===== src/rtl/square_sqrt.sv =====
// Sequential digit-by-digit square root: floor(sqrt(din)) and remainder,
// one root bit per cycle, valid/ready on both sides. Negative din flags err.
module square_sqrt #(
  parameter int unsigned W = 17
) (
  input  logic             clk,
  input  logic             rst,
  input  logic             in_valid,
  output logic             in_ready,
  input  logic [2*W+1:0]   din,
  output logic             out_valid,
  input  logic             out_ready,
  output logic [W:0]       dout,
  output logic [W+1:0]     dout_rem,
  output logic             err
);

  localparam int unsigned DW    = 2 * W + 2;
  localparam int unsigned TW    = W + 3;
  localparam int unsigned CNT_W = $clog2(W + 1);

  typedef enum logic [1:0] {
    S_IDLE,
    S_CALC,
    S_DONE
  } state_t;

  state_t             r_state;
  state_t             w_state_nxt;
  logic               w_accept;
  logic               w_last;

  // Partial root/remainder stay below 2^W / 2^(W+1) until the final iteration,
  // whose full-width result goes straight into the output registers.
  logic [DW-1:0]      r_din;
  logic [W-1:0]       r_root;
  logic [W:0]         r_rem;
  logic [CNT_W-1:0]   r_cnt;
  logic               r_err;

  logic               r_out_valid;
  logic [W:0]         r_dout;
  logic [W+1:0]       r_dout_rem;

  logic [TW-1:0]      w_acc;
  logic [TW-1:0]      w_sub;
  logic [TW-1:0]      w_trial;
  logic               w_bit;
  logic [W:0]         w_root_nxt;
  logic [W+1:0]       w_rem_nxt;

  // One iteration: trial = {rem, next pair} - {root, 01}
  assign w_acc      = {r_rem, r_din[DW-1 -: 2]};
  assign w_sub      = TW'({r_root, 2'b01});
  assign w_trial    = w_acc - w_sub;
  assign w_bit      = ~w_trial[TW-1];
  assign w_root_nxt = {r_root, w_bit};
  assign w_rem_nxt  = w_bit ? w_trial[W+1:0] : w_acc[W+1:0];
  assign w_last     = (r_cnt == '0);

  always_ff @(posedge clk or posedge rst) begin
    if (rst) begin
      r_state <= S_IDLE;
    end else begin
      r_state <= w_state_nxt;
    end
  end

  always_comb begin
    w_state_nxt = r_state;
    in_ready    = 1'b0;
    case (r_state)
      S_IDLE: begin
        in_ready = 1'b1;
        if (in_valid) w_state_nxt = S_CALC;
      end
      S_CALC: begin
        if (w_last) w_state_nxt = S_DONE;
      end
      S_DONE: begin
        in_ready = out_ready;
        if (out_ready) w_state_nxt = in_valid ? S_CALC : S_IDLE;
      end
      default: w_state_nxt = S_IDLE;
    endcase
  end

  assign w_accept = in_valid && in_ready;

  always_ff @(posedge clk or posedge rst) begin
    if (rst) begin
      r_din       <= '0;
      r_root      <= '0;
      r_rem       <= '0;
      r_cnt       <= '0;
      r_err       <= 1'b0;
      r_out_valid <= 1'b0;
      r_dout      <= '0;
      r_dout_rem  <= '0;
    end else begin
      r_out_valid <= (w_state_nxt == S_DONE);
      if (w_accept) begin
        r_din  <= din;
        r_root <= '0;
        r_rem  <= '0;
        r_cnt  <= CNT_W'(W);
        r_err  <= din[DW-1];
      end else if (r_state == S_CALC) begin
        r_din  <= {r_din[DW-3:0], 2'b00};
        r_root <= w_root_nxt[W-1:0];
        r_rem  <= w_rem_nxt[W:0];
        if (w_last) begin
          r_dout     <= r_err ? '0 : w_root_nxt;
          r_dout_rem <= r_err ? '0 : w_rem_nxt;
        end else begin
          r_cnt <= r_cnt - CNT_W'(1);
        end
      end
    end
  end

  assign out_valid = r_out_valid;
  assign dout      = r_dout;
  assign dout_rem  = r_dout_rem;
  assign err       = r_err;

endmodule


===== config.mk =====
export PLATFORM = sky130hd
export DESIGN_NAME = square_sqrt
export DESIGN_NICKNAME = d
export VERILOG_FILES = /design/src/rtl/square_sqrt.sv
export SDC_FILE = /design/constraint.sdc
export NUM_CORES = 1
export LEC_CHECK = 0
export BUFFER_PORTS_ARGS = -buffer_cell sky130_fd_sc_hd__buf_2
export CAP_MARGIN = 0
export CORE_MARGIN = 5
export CORE_UTILIZATION = 35
export CTS_CLUSTER_DIAMETER = 60
export CTS_CLUSTER_SIZE = 24
export DETAILED_ROUTE_END_ITERATION = 10
export SETUP_SLACK_MARGIN = 0.5
export SKIP_CTS_REPAIR_TIMING = 1
export SLEW_MARGIN = 20
export SYNTH_ARGS = -nofsm -noshare
export SYNTH_HDL_FRONTEND = slang
export SYNTH_SLANG_ARGS = --single-unit

===== constraint.sdc =====
create_clock -name clk -period 5 [get_ports clk]
set_clock_uncertainty 0.1 [all_clocks]
set_input_delay 0.5 -clock clk [delete_from_list [all_inputs] [get_ports clk]]
set_output_delay 0.5 -clock clk [all_outputs]
set_load 0.02 [all_outputs]

; Yosys cells after proc, flatten, opt, wreduce, memory -nomap -nowiden
; Cells that the tools add are included.
; Widths: inputs -> output; s select.
[word_totals]
output_inout_bits = 40
reg_bits = 117
elab_cells = 41
[op_classes]
muxes = 18
add_sub_neg = 2
bitwise_logic = 2
n_eq_ne = 4
reduce_logical = 6
[ops]
columns = operator, count
row1 = $mux 36, 2
row2 = $mux 18, 3
row3 = $mux 19, 2
row4 = $mux 17, 2
row5 = $sub 20x19->20, 1
row6 = $mux 5, 3
row7 = $mux 2, 3
row8 = $pmux 2 s3, 1
row9 = $logic_not 5->1, 1
row10 = $sub 5x1->5 const B, 1
row11 = $eq 2x2->1 const B, 2
row12 = $reduce_and 3->1, 1
row13 = $eq 2x1->1 const B, 1
row14 = $logic_not 2->1, 1
row15 = $ne 2x2->1 const B, 1
row16 = $not 1->1, 2
row17 = $pmux 1 s2, 1
row18 = $reduce_and 2->1, 1
row19 = $reduce_bool 2->1, 1
row20 = $logic_and 1x1->1, 1
row21 = $mux 1, 1

; Logic depth before layout (Yosys ltp)
[logic_depth]
ltp_word = 5
ltp_mapped = 11
depth_no_buf = 9

; Least setup slack after synthesis
; OpenSTA, ideal clock, no wires.
[synth_path]
path_kind = register -> register
start = reg r_root[10]
end = reg r_rem[2]
synth_period_minus_slack_ns = 2.574
required_time_ns = 4.766
path_stages_with_launch = 12
setup_time_ns = 0.134
setup_slack_ns = 2.426
arrival_ns = 2.340
path_buffers = 2
path_cell_list = dfrtp_1 inv_1 ha_1 buf_2 a211oi_1 o21ai_0 a221oi_1 o211ai_2 xor2_2 buf_4 mux2i_1 o21ai_0
[synth_between]
elab_chain_cells = 4
[synth_rtl]
columns = element, line_no
row1 = start: declaration, 36  ; logic [W-1:0] r_root;
row2 = start signal: assignment, 110  ; r_root <= w_root_nxt[W-1:0];
row3 = $sub 20x19->20, 55  ; assign w_trial = w_acc - w_sub;
row4 = $mux 19, 58  ; assign w_rem_nxt = w_bit ? w_trial[W+1:0] : w_acc[W+1:0];
row5 = $mux 18, 108  ; end else if (r_state == S_CALC) begin
row6 = $mux 18, 102  ; if (w_accept) begin
row7 = end signal: assignment, 111  ; r_rem <= w_rem_nxt[W:0];
row8 = end: declaration, 37  ; logic [W:0] r_rem;
; Every way passes these cells. The select of a mux whose other input is x is not followed.
; A chain may end at the register's enable or synchronous reset.

; Worst setup path in the final report
[layout_path]
start = reg r_root[10]
end = reg r_rem[1]
; Same word-level chain as after synthesis.

==> run_results.csv <==
group,metric,value,unit
placed_design,numPortBuffers,79,
drt,drc,0,
critical_path,slowest_delay,400,ps
outcome,outcome,"finished, final reports clean",
floorplan,top_level_ports,80,
critical_path,cp-start-kind,"register",
synthesis,synthCells,633,
drt,drtPass1Iterations,5,
clock_network,cts_buffer_depth,2,
layout,fin_nets,761,
synthesis,ys.flop_type,"dfrtp_1",
clock_network,root_buffer,"clkbuf_16",
synthesis,ys_warn_count,0,
floorplan,start_util,35.3,%
sta,finalSetupTns,0,ps
critical_path,cp.arrival,3400,ps
critical_path,r2r_slack,1830,ps
worst_hold_path,hold_path.class,"input pin to async pin",
layout,fillCellCount,1662,
synthesis,yosys.area.top_type_share,50.3,%
sta,setup_viol,0,
critical_path,r2r-start,"r_root[10]$_DFFE_PP0P_",
synthesis,synth_commonest_cells,"nand2_1, dfrtp_1, o21ai_0",
clock_network,cts.clk_slew.worst_paths,60,ps
placed_design,gp_congestion,0.855,
critical_path,crit_path_top_delay_cell,"ha_1",
floorplan,die_h,139,um
sta,tightestPinTransition,729,ps
synthesis,synth_most_common_cell,"nand2_1",
synthesis,synth.area.top_cells,"dfrtp_1, nand2_1, o21ai_0",
floorplan,rows,47,
global_route,grt.total_usage,16.3,%
floorplan,fp.dieW,139,um
synthesis,synth_edf_count,0,
sta,min_period_over_period,63.3,%
clock_network,clock-sinks,117,
clock_network,cts_tree,"built",
sta,fmax,316,MHz
sta,drv_slew,0,
synthesis,synth-seq-cells,117,
floorplan,dieArea,0.0193,sq mm
critical_path,path_cells,"inv_1 > ha_1 > a211oi_1 > o21ai_0 > a221oi_1 > o211ai_2 > xor2_2 > buf_4 > mux2_2 > o21ai_0",
critical_path,crit_path_end_kind,"register",
critical_path,path_buf_inv,2,
layout,area_growth_syn_to_layout,20.2,%
critical_path,r2r_cells,10,
synthesis,syn_area_per_cell,9.19,sq um
sta,finalHoldViolCount,0,
drt,drtIter0Drc,304,
global_route,grt_first_pass_wirelength,25.4,mm
drt,avgRoutedWirePerCell,16.6,um
sta,rsz0062_at_grt,"no",
synthesis,synth_fp_nets,693,
critical_path,path_class,"register to register",
synthesis,async_reset_ff_share,100,%
global_route,grt_pass1_vias,4835,
floorplan,core_area,0.0165,sq mm
power,p_leak,3.29,nW
drt,via_count,4849,
power,powerDensity,858,mW/mm^2
synthesis,ys_seq_area_share,50.3,%
synthesis,synthDistinctLibCells,47,
layout,antenna_cells,0,
placed_design,place_hpwl,10.7,mm
drt,wirelength,15.5,mm
power,finalPower,6.00,mW
job,drv_cap,0,
global_route,antenna_found_initial,1,
power,ir_worst_vdd,0.325,mV
clock_network,cts_buffers,17,
sta,layout_min_cycle_time,3170,ps
clock_network,worstSkewPairLatency,430,ps
sta,slew_headroom,51.4,%
clock_network,h-tree-depth,4,
critical_path,cpMostUsedCell,"o21ai_0",
synthesis,mappedNetlistArea,0.00582,sq mm
critical_path,path_delay_family,"compound AO/OA/AOI/OAI gates",
synthesis,yosys.area.top_type,"dfrtp_1",
drt,via_per_inst,5.19,
drt,postRouteAntennaNets,0,
global_route,grt_overflow,0,
layout,drive_gt1_share,18.2,%
critical_path,worstPathRequired,5240,ps
critical_path,cp_max_fo,21,
critical_path,r2r-end,"r_rem[1]$_DFFE_PP0P_",
global_route,grt_max_degree,79,
==> report_power, final <==
group          switching (mW)  internal, mW
combinational            1.98          1.19
sequential              0.280          1.37
clock                   0.485         0.695
total                    2.74          3.26
==> worst max path at each step <==
stage | endpoint | startpoint | slack, ps | cells past startpoint
floorplan | dout[0]$_DFFE_PP0P_ | rst | 1300 | 1
global placement | r_rem[14]$_DFFE_PP0P_ | r_root[10]$_DFFE_PP0P_ | 1860 | 10
detailed placement | r_rem[14]$_DFFE_PP0P_ | r_root[10]$_DFFE_PP0P_ | 1830 | 10
CTS | r_rem[14]$_DFFE_PP0P_ | r_root[10]$_DFFE_PP0P_ | 1780 | 10
global route | r_rem[1]$_DFFE_PP0P_ | r_root[10]$_DFFE_PP0P_ | 1570 | 10
finish | r_rem[1]$_DFFE_PP0P_ | r_root[10]$_DFFE_PP0P_ | 1830 | 10
==> area by class of cell <==
class | count | area, sq um | area share [%]
clock buffers | 17 | 425 | 6.09
clock inverters | 15 | 148 | 2.11
inverters | 25 | 98.8 | 1.41
multi-input cells | 453 | 2660 | 38.0
flip-flops and latches | 117 | 2930 | 41.9
well taps | 220 | 275 | 3.94
repair buffers | 87 | 455 | 6.52
==> registers in the layout (all words and copies together) (netlist names) <==
| signal | count |
|---|---|
| dout | 18 |
| dout_rem | 19 |
| r_din | 36 |
| err | 1 |
| r_state | 2 |
| r_root | 17 |
| r_rem | 18 |
| r_cnt | 5 |
| out_valid | 1 |
==> cell families (layout without fill, tap and decap cells) <==
kind of cell / after synthesis / in the layout / share of synthesized area, %
and+or+nand+nor: 227 / 227 / 16.5
AOI/OAI and AO/OA: 171 / 171 / 18.8
DFF: 117 / 117 / 50.3
buffers and inverters: 63 / 144 / 4.30
xor gates and xnor gates: 21 / 21 / 3.29
adders and majority gates: 20 / 20 / 4.30
muxes: 14 / 14 / 2.43
==> per-layer routing <==
metal	routed length, um	global-route usage [%]	up-vias
met5	7	0	-
met4	161	4.74	2
met3	798	4.86	16
met2	7720	27.1	115
met1	6780	20.6	2368
li1	-	-	2348
==> through the flow <==
stage          hold slack, ps  utilization (%)  cell area (sq um)  instances  setup slack (ps)
2_1_floorplan             346                -               5820        633              1300
3_3_place_gp              356             38.9               6410        902              1860
3_5_place_dp              362             38.9               6410        902              1830
4_1_cts                   159             42.4               6980        934              1780
5_1_grt                   168             42.4               6990        934              1570
6_report                 85.4             42.4               6990        934              1830
==> placed cells by master, fill, tap and decap left out, types with 13 or more instances in the layout <==
cell,count
ha_1,20
o31ai_1,20
a22oi_1,33
a21oi_1,31
inv_1,24
nand2_1,157
clkbuf_16,17
nand3_1,23
xnor2_1,13
dfrtp_1,117
mux2i_1,13
buf_2,79
o21ai_0,52
No activity file was read; power rests on OpenSTA's default activity.
